[src/rtl/optic_flow_pkg.sv]
// optic_flow_pkg
//   Shared definitions for the optic-flow colour sequencer and the
//   single-cycle colour instruction: RGB565 flow-code table, queue entry
//   layout, queue depth and sequencer FSM state encoding.
package optic_flow_pkg;

   localparam int unsigned QUEUE_DEPTH = 2;
   localparam logic [2:0]  MAX_COUNT   = 3'd4;

   // RGB565 colour per 4-bit flow code
   localparam logic [15:0] flowColorLut [16] = '{
      16'h0000, 16'h0400, 16'h8000, 16'h0010,
      16'h8410, 16'h8410, 16'h0410, 16'h8400,
      16'hC618, 16'hF800, 16'h8010, 16'h07E0,
      16'h001F, 16'hFFE0, 16'h07FF, 16'hFFFF
   };

   typedef struct packed {
      logic [31:0] data;
      logic [2:0]  count;
   } queue_entry_t;

   localparam logic [0:0] FSM_IDLE = 1'b0;
   localparam logic [0:0] FSM_EMIT = 1'b1;

   typedef enum logic [0:0] {
      ST_IDLE = FSM_IDLE,
      ST_EMIT = FSM_EMIT
   } fsm_state_t;

   function automatic logic [2:0] clamp_count(input logic [2:0] c);
      return (c > MAX_COUNT) ? MAX_COUNT : c;
   endfunction

endpackage

[src/rtl/optic_flow_color_lut.sv]
// optic_flow_color_lut
//   Combinational flow byte -> RGB565 pixel pair.
//   flowByte  in  8   flow code byte (two 4-bit codes)
//   pixelPair out 32  {colour(high nibble), colour(low nibble)}
module optic_flow_color_lut
   import optic_flow_pkg::*;
(
   input  logic [7:0]  flowByte,
   output logic [31:0] pixelPair
);

   assign pixelPair = {flowColorLut[flowByte[7:4]], flowColorLut[flowByte[3:0]]};

endmodule

[src/rtl/optic_flow_color_seq.sv]
// optic_flow_color_seq
//   Custom-instruction sequencer: buffers packed flow words in a 2-entry
//   queue and streams one RGB565 pixel pair per flow byte over valid/ready.
//   clock       in   1   system clock
//   nReset      in   1   asynchronous active-low reset
//   start       in   1   custom-instruction strobe
//   ciN         in   8   custom-instruction number (responds to customInstructionId)
//   valueA      in   32  four flow bytes, byte 0 emitted first
//   valueB      in   32  [2:0] byte count (5..7 -> 4), [31] statistics read
//   done        out  1   instruction acknowledge pulse
//   result      out  32  statistics value on done, else 0
//   pixelData   out  32  {hi RGB565, lo RGB565}
//   pixelValid  out  1   pixelData valid
//   pixelReady  in   1   downstream accept
//   Optional: OPTIC_FLOW_SEQ_STATS_EN adds an accepted-word counter readable
//   via valueB[31].
module optic_flow_color_seq
   import optic_flow_pkg::*;
#(
   parameter logic [7:0] customInstructionId = 8'd31
) (
   input  logic        clock,
   input  logic        nReset,
   input  logic        start,
   input  logic [7:0]  ciN,
   input  logic [31:0] valueA,
   input  logic [31:0] valueB,
   output logic        done,
   output logic [31:0] result,
   output logic [31:0] pixelData,
   output logic        pixelValid,
   input  logic        pixelReady
);

   fsm_state_t   state;
   queue_entry_t q [QUEUE_DEPTH];
   logic         head;
   logic [1:0]   cnt;
   logic [1:0]   cnt_next;
   logic [31:0]  shift_data;
   logic [2:0]   rem;
   logic         pend;
   queue_entry_t pend_entry;
   logic         done_q;
   logic [31:0]  result_q;
   logic [31:0]  lut_pair;

   logic         is_req;
   logic         is_stats;
   logic [2:0]   req_cnt;
   logic         req_zero;
   logic         req_enq;
   logic         accept;
   logic         pop;
   logic         slot_free;
   logic         wr_pend;
   logic         wr_req;
   logic         wr_en;
   logic         tail;
   queue_entry_t wr_entry;
   logic         unused_bits;

`ifdef OPTIC_FLOW_SEQ_STATS_EN
   logic [31:0]  stat_count;
   assign is_stats    = is_req && valueB[31];
   assign unused_bits = ^valueB[30:3];
`else
   assign is_stats    = 1'b0;
   assign unused_bits = ^valueB[31:3];
`endif

   optic_flow_color_lut u_lut (
      .flowByte  (shift_data[7:0]),
      .pixelPair (lut_pair)
   );

   assign pixelValid = (state == ST_EMIT);
   assign pixelData  = pixelValid ? lut_pair : '0;
   assign done       = done_q;
   assign result     = result_q;

   // The head entry keeps its slot until its last byte is accepted, so the
   // queue counts the word being emitted plus one waiting word.
   always_comb begin
      is_req    = start && (ciN == customInstructionId) && !pend;
      req_cnt   = clamp_count(valueB[2:0]);
      req_zero  = is_req && !is_stats && (req_cnt == 3'd0);
      req_enq   = is_req && !is_stats && (req_cnt != 3'd0);
      accept    = pixelValid && pixelReady;
      pop       = accept && (rem == 3'd1);
      slot_free = (cnt != 2'(QUEUE_DEPTH)) || pop;
      wr_pend   = pend && slot_free;
      wr_req    = req_enq && slot_free;
      wr_en     = wr_pend || wr_req;
      // with two slots, head+cnt wraps onto the slot the pop is freeing
      tail      = head ^ cnt[0];
      wr_entry  = pend ? pend_entry : '{data: valueA, count: req_cnt};
      cnt_next  = cnt;
      if (pop && !wr_en)      cnt_next = cnt - 2'd1;
      else if (!pop && wr_en) cnt_next = cnt + 2'd1;
   end

   always_ff @(posedge clock or negedge nReset) begin
      if (!nReset) begin
         for (int unsigned i = 0; i < QUEUE_DEPTH; i++) q[i] <= '0;
         head       <= 1'b0;
         cnt        <= '0;
         pend       <= 1'b0;
         pend_entry <= '0;
      end else begin
         if (wr_en) q[tail] <= wr_entry;
         if (pop)   head <= ~head;
         cnt <= cnt_next;
         if (req_enq && !slot_free) begin
            pend       <= 1'b1;
            pend_entry <= '{data: valueA, count: req_cnt};
         end else if (wr_pend) begin
            pend <= 1'b0;
         end
      end
   end

   always_ff @(posedge clock or negedge nReset) begin
      if (!nReset) begin
         state      <= ST_IDLE;
         shift_data <= '0;
         rem        <= '0;
      end else begin
         case (state)
            ST_IDLE: begin
               if (cnt != 2'd0) begin
                  shift_data <= q[head].data;
                  rem        <= q[head].count;
                  state      <= ST_EMIT;
               end
            end
            ST_EMIT: begin
               if (pop) begin
                  if (cnt == 2'(QUEUE_DEPTH)) begin
                     shift_data <= q[~head].data;
                     rem        <= q[~head].count;
                  end else begin
                     state <= ST_IDLE;
                  end
               end else if (accept) begin
                  shift_data <= {8'h00, shift_data[31:8]};
                  rem        <= rem - 3'd1;
               end
            end
            default: state <= ST_IDLE;
         endcase
      end
   end

   always_ff @(posedge clock or negedge nReset) begin
      if (!nReset) begin
         done_q   <= 1'b0;
         result_q <= '0;
      end else begin
         done_q   <= is_stats || req_zero || wr_req || wr_pend;
         result_q <= '0;
`ifdef OPTIC_FLOW_SEQ_STATS_EN
         if (is_stats) result_q <= stat_count;
`endif
      end
   end

`ifdef OPTIC_FLOW_SEQ_STATS_EN
   // a read clears the counter; an acceptance on the same edge counts after it
   always_ff @(posedge clock or negedge nReset) begin
      if (!nReset)       stat_count <= '0;
      else if (is_stats) stat_count <= accept ? 32'd1 : 32'd0;
      else if (accept)   stat_count <= stat_count + 32'd1;
   end
`endif

endmodule

[config.mk]
export PLATFORM = sky130hd
export DESIGN_NAME = optic_flow_color_seq
export DESIGN_NICKNAME = d
export VERILOG_FILES = /design/src/rtl/optic_flow_pkg.sv /design/src/rtl/optic_flow_color_lut.sv /design/src/rtl/optic_flow_color_seq.sv
export SDC_FILE = /design/constraint.sdc
export NUM_CORES = 1
export LEC_CHECK = 0
export BUFFER_PORTS_ARGS = -buffer_cell sky130_fd_sc_hd__buf_2
export CAP_MARGIN = 20
export CORE_ASPECT_RATIO = 1.1
export CORE_UTILIZATION = 45
export CTS_CLUSTER_DIAMETER = 80
export DETAILED_ROUTE_END_ITERATION = 6
export HOLD_SLACK_MARGIN = 0.06
export PLACE_DENSITY = 0.62
export SLEW_MARGIN = 20
export SYNTH_ARGS = -nofsm -noshare
export SYNTH_HDL_FRONTEND = slang
export SYNTH_HIERARCHICAL = 1
export SYNTH_SLANG_ARGS = --single-unit
[constraint.sdc]
create_clock -name clock -period 3 [get_ports clock]
set_input_delay 0.45 -clock clock [delete_from_list [all_inputs] [get_ports clock]]
set_output_delay 0.45 -clock clock [all_outputs]
set_load 0.005 [all_outputs]
* Word-level counts from Yosys, hierarchy flattened
Memories as Yosys holds them, arrays and structs flattened. Index checks and enable logic that the tools add are counted.
Storage, ports and cells: register bits 146, ROM bits 512, output and inout bits 66, logic and storage cells 100, memories kept 2
Memory list:
- (name not given) | words 16, width 16, rd ports 1, clocked after memory_dff 0, write ports 0, line optic_flow_color_lut.sv:12 | assign pixelPair = {flowColorLut[flowByte[7:4]], flowColorLut[flowByte[3:0]]};
- (name not given) | words 16, width 16, rd ports 1, clocked after memory_dff 0, write ports 0, line optic_flow_color_lut.sv:12
Operators by class: add/subtract/negate cells 3, $lt $le $gt $ge 7, equal/unequal tests 7, muxes and demuxes 34, bitwise logic cells 8, reductions and logical operators 26
Operator list (number):
- 35-bit two-way mux | 8
- 32-bit two-way mux | 5
- 70-bit bitwise mux | 1
- 16-bit two-way mux | 4
- 32-bit one-hot mux with 2 select lines | 1
- 35-bit demux with 1-bit select | 1
- 3-bit two-way mux | 5
- 1-bit logical AND | 12
- 5-bit greater-or-equal comparator, second input constant | 2
- 4-bit inverter with 5-bit output | 2
- 8-bit by 5-bit == test with 1-bit output, second input constant | 1
- 2-bit greater-or-equal comparator, second input constant | 3
- 1-bit inverter with 2-bit output | 3
- 3-bit one-hot mux with 2 select lines | 1
- 2-bit nonzero test | 3
- 1-bit two-way mux | 5
- 1-bit logical NOT | 4
- 1-bit logical OR | 4
- 2-bit two-way mux | 2
- 2-bit != test, second input constant | 2
- 3-bit by 1-bit == test with 1-bit output, second input constant | 1
- 3-bit greater-than comparator, second input constant | 1
- 3-bit logical NOT | 1
- 3-bit by 1-bit != test with 1-bit output, second input constant | 1
- other kinds (11) | 12

* Logic depth before layout (Yosys ltp)
depth in word-level cells 9, depth in mapped cells 10, depth with buffers taken out 10

* Modules after synthesis
Netlist, hierarchy kept.
By module, submodules not included:
- optic_flow_color_seq | instances 1, cells an instance 640, area each 7770.0 um2, seq. area each 3653.5 um2
- optic_flow_color_lut | instances 1, cells an instance 78, area each 648.1 um2, seq. area each 0.0 um2

* Worst setup path after synthesis
No wires, ideal clock.
kind input-to-reg, start input port ciN[6], end register q[10] (netlist name), library setup time 0.125 ns, arrival time 1.897 ns, data required time 2.875 ns, setup slack 0.978 ns, cell stages on the path 5, buffers on the path 1, cells stage by stage and4bb_2 a41oi_4 nor3_4 buf_2 mux2_2
On the way: word-level cells in the longest chain between the ends 6
Ends and longest elaborated chain:
- start: declaration | line optic_flow_color_seq.sv:25 | input logic [7:0] ciN,
- 8-bit by 5-bit == test with 1-bit output | line optic_flow_color_seq.sv:85 | is_req = start && (ciN == customInstructionId) && !pend;
- 1-bit logical AND (2 in series) | line optic_flow_color_seq.sv:85
- 1-bit logical AND | line optic_flow_color_seq.sv:88 | req_enq = is_req && !is_stats && (req_cnt != 3'd0);
- 1-bit logical AND | line optic_flow_color_seq.sv:93 | wr_req = req_enq && slot_free;
- 1-bit logical OR | line optic_flow_color_seq.sv:94 | wr_en = wr_pend || wr_req;
- end signal: indexed assignment | line optic_flow_color_seq.sv:111 | if (wr_en) q[tail] <= wr_entry;
- end: declaration | line optic_flow_color_seq.sv:36 | queue_entry_t q [QUEUE_DEPTH];
Every way passes these cells. A chain may end at the register's enable or synchronous reset.

* Worst setup path in the final report
start register shift_data[4], end output port pixelData[31]
On the way: word-level cells in the longest chain between the ends 5
Ends and longest elaborated chain:
- start: declaration | line optic_flow_color_seq.sv:40 | logic [31:0] shift_data;
- start signal: assignment | line optic_flow_color_seq.sv:132 | shift_data <= q[head].data;
- start signal: assignment | line optic_flow_color_seq.sv:140 | shift_data <= q[~head].data;
- start signal: assignment | line optic_flow_color_seq.sv:146 | shift_data <= {8'h00, shift_data[31:8]};
- 4-bit inverter with 5-bit output (not written as such) | line optic_flow_color_lut.sv:12
- memory read 16 x 16 bit
- 16-bit two-way mux (not written as such) (2 in series) | line optic_flow_color_lut.sv:12
- via lut_pair[31] | line optic_flow_color_seq.sv:46 | logic [31:0] lut_pair;
- 32-bit two-way mux | line optic_flow_color_seq.sv:78 | assign pixelData = pixelValid ? lut_pair : '0;
- end: declaration | line optic_flow_color_seq.sv:30 | output logic [31:0] pixelData,
The timed path passes the listed nets, and every way through them passes these cells. The select of a mux whose other input is x is not followed.

==> flow_metrics.env <==
export IMPL_antenna_found_initial=1
export IMPL_crit_arrival_ns=2.03
export IMPL_pre_cts_ws_ns=0.607
export IMPL_max_freq_ghz=0.403
export IMPL_insertion_delay_ns=0.42
export IMPL_grt_total_usage=0.184
export IMPL_finalPower_uw=8100
export IMPL_synth_most_common_cell="dfrtp_1"
export IMPL_path_max_fanout=8
export IMPL_yosys_warnings=6
export IMPL_fin_ws_ns=0.520
export IMPL_grt_pass1_wl_um=28400
export IMPL_route_detailed_vias_per_inst=5.38
export IMPL_grt_pass1_vias=5652
export IMPL_synth_top_area_share=0.434
export IMPL_drive_above_1_share=0.366
export IMPL_clock_sinks=146
export IMPL_grt_max_degree=55
export IMPL_portBuffers=80
export IMPL_finalCritPeriodShare=0.827
export IMPL_r2r_slack_ns=0.56
export IMPL_num_rows=52
export IMPL_utilization=0.513
export IMPL_start_kind="flop"
export IMPL_r2r_start="rem[1]"
export IMPL_first_pass_iters=4
export IMPL_clockBufferDepth=2
export IMPL_reg2regPathDepth=9
export IMPL_die_x_um=132
export IMPL_via_count=5519
export IMPL_core_area_mm2=0.0183
export IMPL_synthArstFlopShare=1.00
export IMPL_wire_per_inst_um=16.5
export IMPL_period_needed_ns=2.48
export IMPL_die_area_mm2=0.0193
export IMPL_synth_edf_count=0
export IMPL_routed_wl_um=16900
export IMPL_required_ns=2.55
export IMPL_cts_buffers=17
export IMPL_synth_ff_type="dfrtp_1"
export IMPL_layout_nets=861
export IMPL_area_growth_pct=11.8
export IMPL_start_util=0.459
export IMPL_maxCapViolCount=0
export IMPL_crit_start="shift_data[4]"
export IMPL_crit_reg2reg_capture="q[7]"
export IMPL_drt_antenna_violating_nets=0
export IMPL_synth_top_area_cell="dfrtp_1"
export IMPL_drc=0
export IMPL_fp_dieH_um=145
export IMPL_drv_slew=0
export IMPL_ys_types=50
export IMPL_finalSetupTns_ns=0
export IMPL_multi_input_area_mm2=0.00422
export IMPL_fin_area_mm2=0.00941
export IMPL_post_cts_resized=0
export IMPL_synth_seq_cells=146
export IMPL_powerDensity_mw_per_mm2=860
export IMPL_cts_tree="done"
export IMPL_worstSetupEndpointType="primary output"
export IMPL_drt_iter0_markers=285
export IMPL_nFillCells=1654
export IMPL_p_leak_uw=0.00457
export IMPL_yosysSeqAreaShare=0.434
export IMPL_cts_root_buf="clkbuf_16"
export IMPL_grt_ovfl_total=0
export IMPL_synthCells=718
export IMPL_synthesis_area_mm2=0.00842
export IMPL_dpl_cell_area_mm2=0.00879
export IMPL_hpwl_um=11100
export IMPL_syn_mean_instance_area_um2=11.7
export IMPL_finalSetupViolCount=0
export IMPL_io_pins=142
export IMPL_fin_skew_ns=0.00642
export IMPL_endpoint="pixelData[31]"
export IMPL_synth_area_leaders="dfrtp_1 43%, mux2_2 15%, mux2i_1 6.7%"
export IMPL_worst_pin_slew_ns=0.750
export IMPL_ir_drop_v=0.000470
export IMPL_hold_violations=0
export IMPL_path_class="reg2out"
export IMPL_slew_headroom=0.500
export IMPL_holdCritPathClass="in2reg"
export IMPL_status="complete, no violations"
export IMPL_clkTransAtPathRegs_ns=0.06
export IMPL_place_congestion=0.722
export IMPL_rsz0062_at_grt="false"
export IMPL_register_area_mm2=0.00366
export IMPL_ctsHtreeMaxLevel=4
export IMPL_synth_common_cells="146 x dfrtp_1, 110 x mux2_2, 59 x a21oi_1"
-- timing repair --
| action | CTS | global route |
|---|---|---|
| hold endpoints to repair | 46 | 0 |
| hold buffers | 1 | 0 |
| setup buffers | 0 | 0 |
-- area by class of cell --
| cell class | instances | area share |
|---|---|---|
| Timing Repair Buffer | 98 | 0.0592 |
| Sequential cell | 146 | 0.389 |
| Inverter | 15 | 0.00598 |
| Clock inverter | 12 | 0.0164 |
| Antenna cell | 1 | 0.000266 |
| Clock buffer | 20 | 0.0485 |
| Multi-Input combinational cell | 491 | 0.449 |
| Tap cell | 243 | 0.0323 |
-- cells by family (layout without fill, tap and decap cells) --
group,after synthesis,count (layout),synth area share
simple gates,111,111,0.0789
xor+xnor,6,6,0.00624
flops,146,146,0.434
compound gates,122,122,0.0936
other cells,1,33,0.000445
mux,204,204,0.284
buf+inv,112,145,0.0792
fa+ha+maj,16,16,0.0238
-- cell usage in the layout (no fill, tap or decap), types with 4 or more instances in the layout --
cell / instances
conb_1: 32
nor3_1: 24
a22oi_1: 8
mux2i_1: 56
clkbuf_16: 17
a21oi_1: 57
mux2_4: 30
o22ai_1: 26
mux2_2: 110
a221oi_1: 8
buf_2: 79
o32a_1: 4
mux2_1: 4
nand2_1: 10
inv_1: 14
and3_1: 4
ha_1: 16
nand2b_1: 7
xnor2_1: 4
buf_4: 16
nor2b_1: 8
nor2_1: 11
dfrtp_1: 144
and2_1: 33
-- where the power goes --
group | internal (uW) | switching [uW] | leakage (uW)
Sequential | 2330 | 404 | 0.00195
Combinational | 1530 | 1660 | 0.00233
Clock | 1350 | 811 | 0.000293
Total | 5220 | 2880 | 0.00457
-- registers in the layout, indices dropped and copies added (netlist names) --
register    cells
q              70
pend_entry     35
shift_data     32
rem             3
cnt             2
done            1
head            1
pend            1
pixelValid      1
-- critical path, cell delays in order (launching register included) --
cell	delay, ns
dfrtp_1	0.48
inv_1	0.16
ha_1	0.22
mux4_1	0.47
and2_1	0.16
buf_2	0.12
-- worst min path at each step --
stage | startpoint | to | slack [ns] | cells after the start
floorplan | nReset | cnt[0] | 0.15 | 0
global placement | nReset | pend_entry[7] | 0.41 | 1
detailed placement | nReset | pend_entry[9] | 0.43 | 1
CTS | valueA[29] | pend_entry[32] | 0.26 | 2
global route | valueA[31] | pend_entry[34] | 0.26 | 2
finish | valueA[29] | pend_entry[32] | 0.27 | 2
-- stage by stage --
| step | cells | hold WS (ns) |
|---|---|---|
| finish | 1026 | 0.273 |
| global route | 1026 | 0.260 |
| CTS | 1025 | 0.257 |
| detailed placement | 992 | 0.434 |
| global placement | 992 | 0.414 |
| floorplan | 749 | 0.154 |
-- routing by layer --
layer,track usage,part of all wire
met1,0.230,0.44
met2,0.318,0.51
met3,0.0380,0.033
met4,0.0580,0.018
met5,0,0
Power figures use the tool's default switching activity.
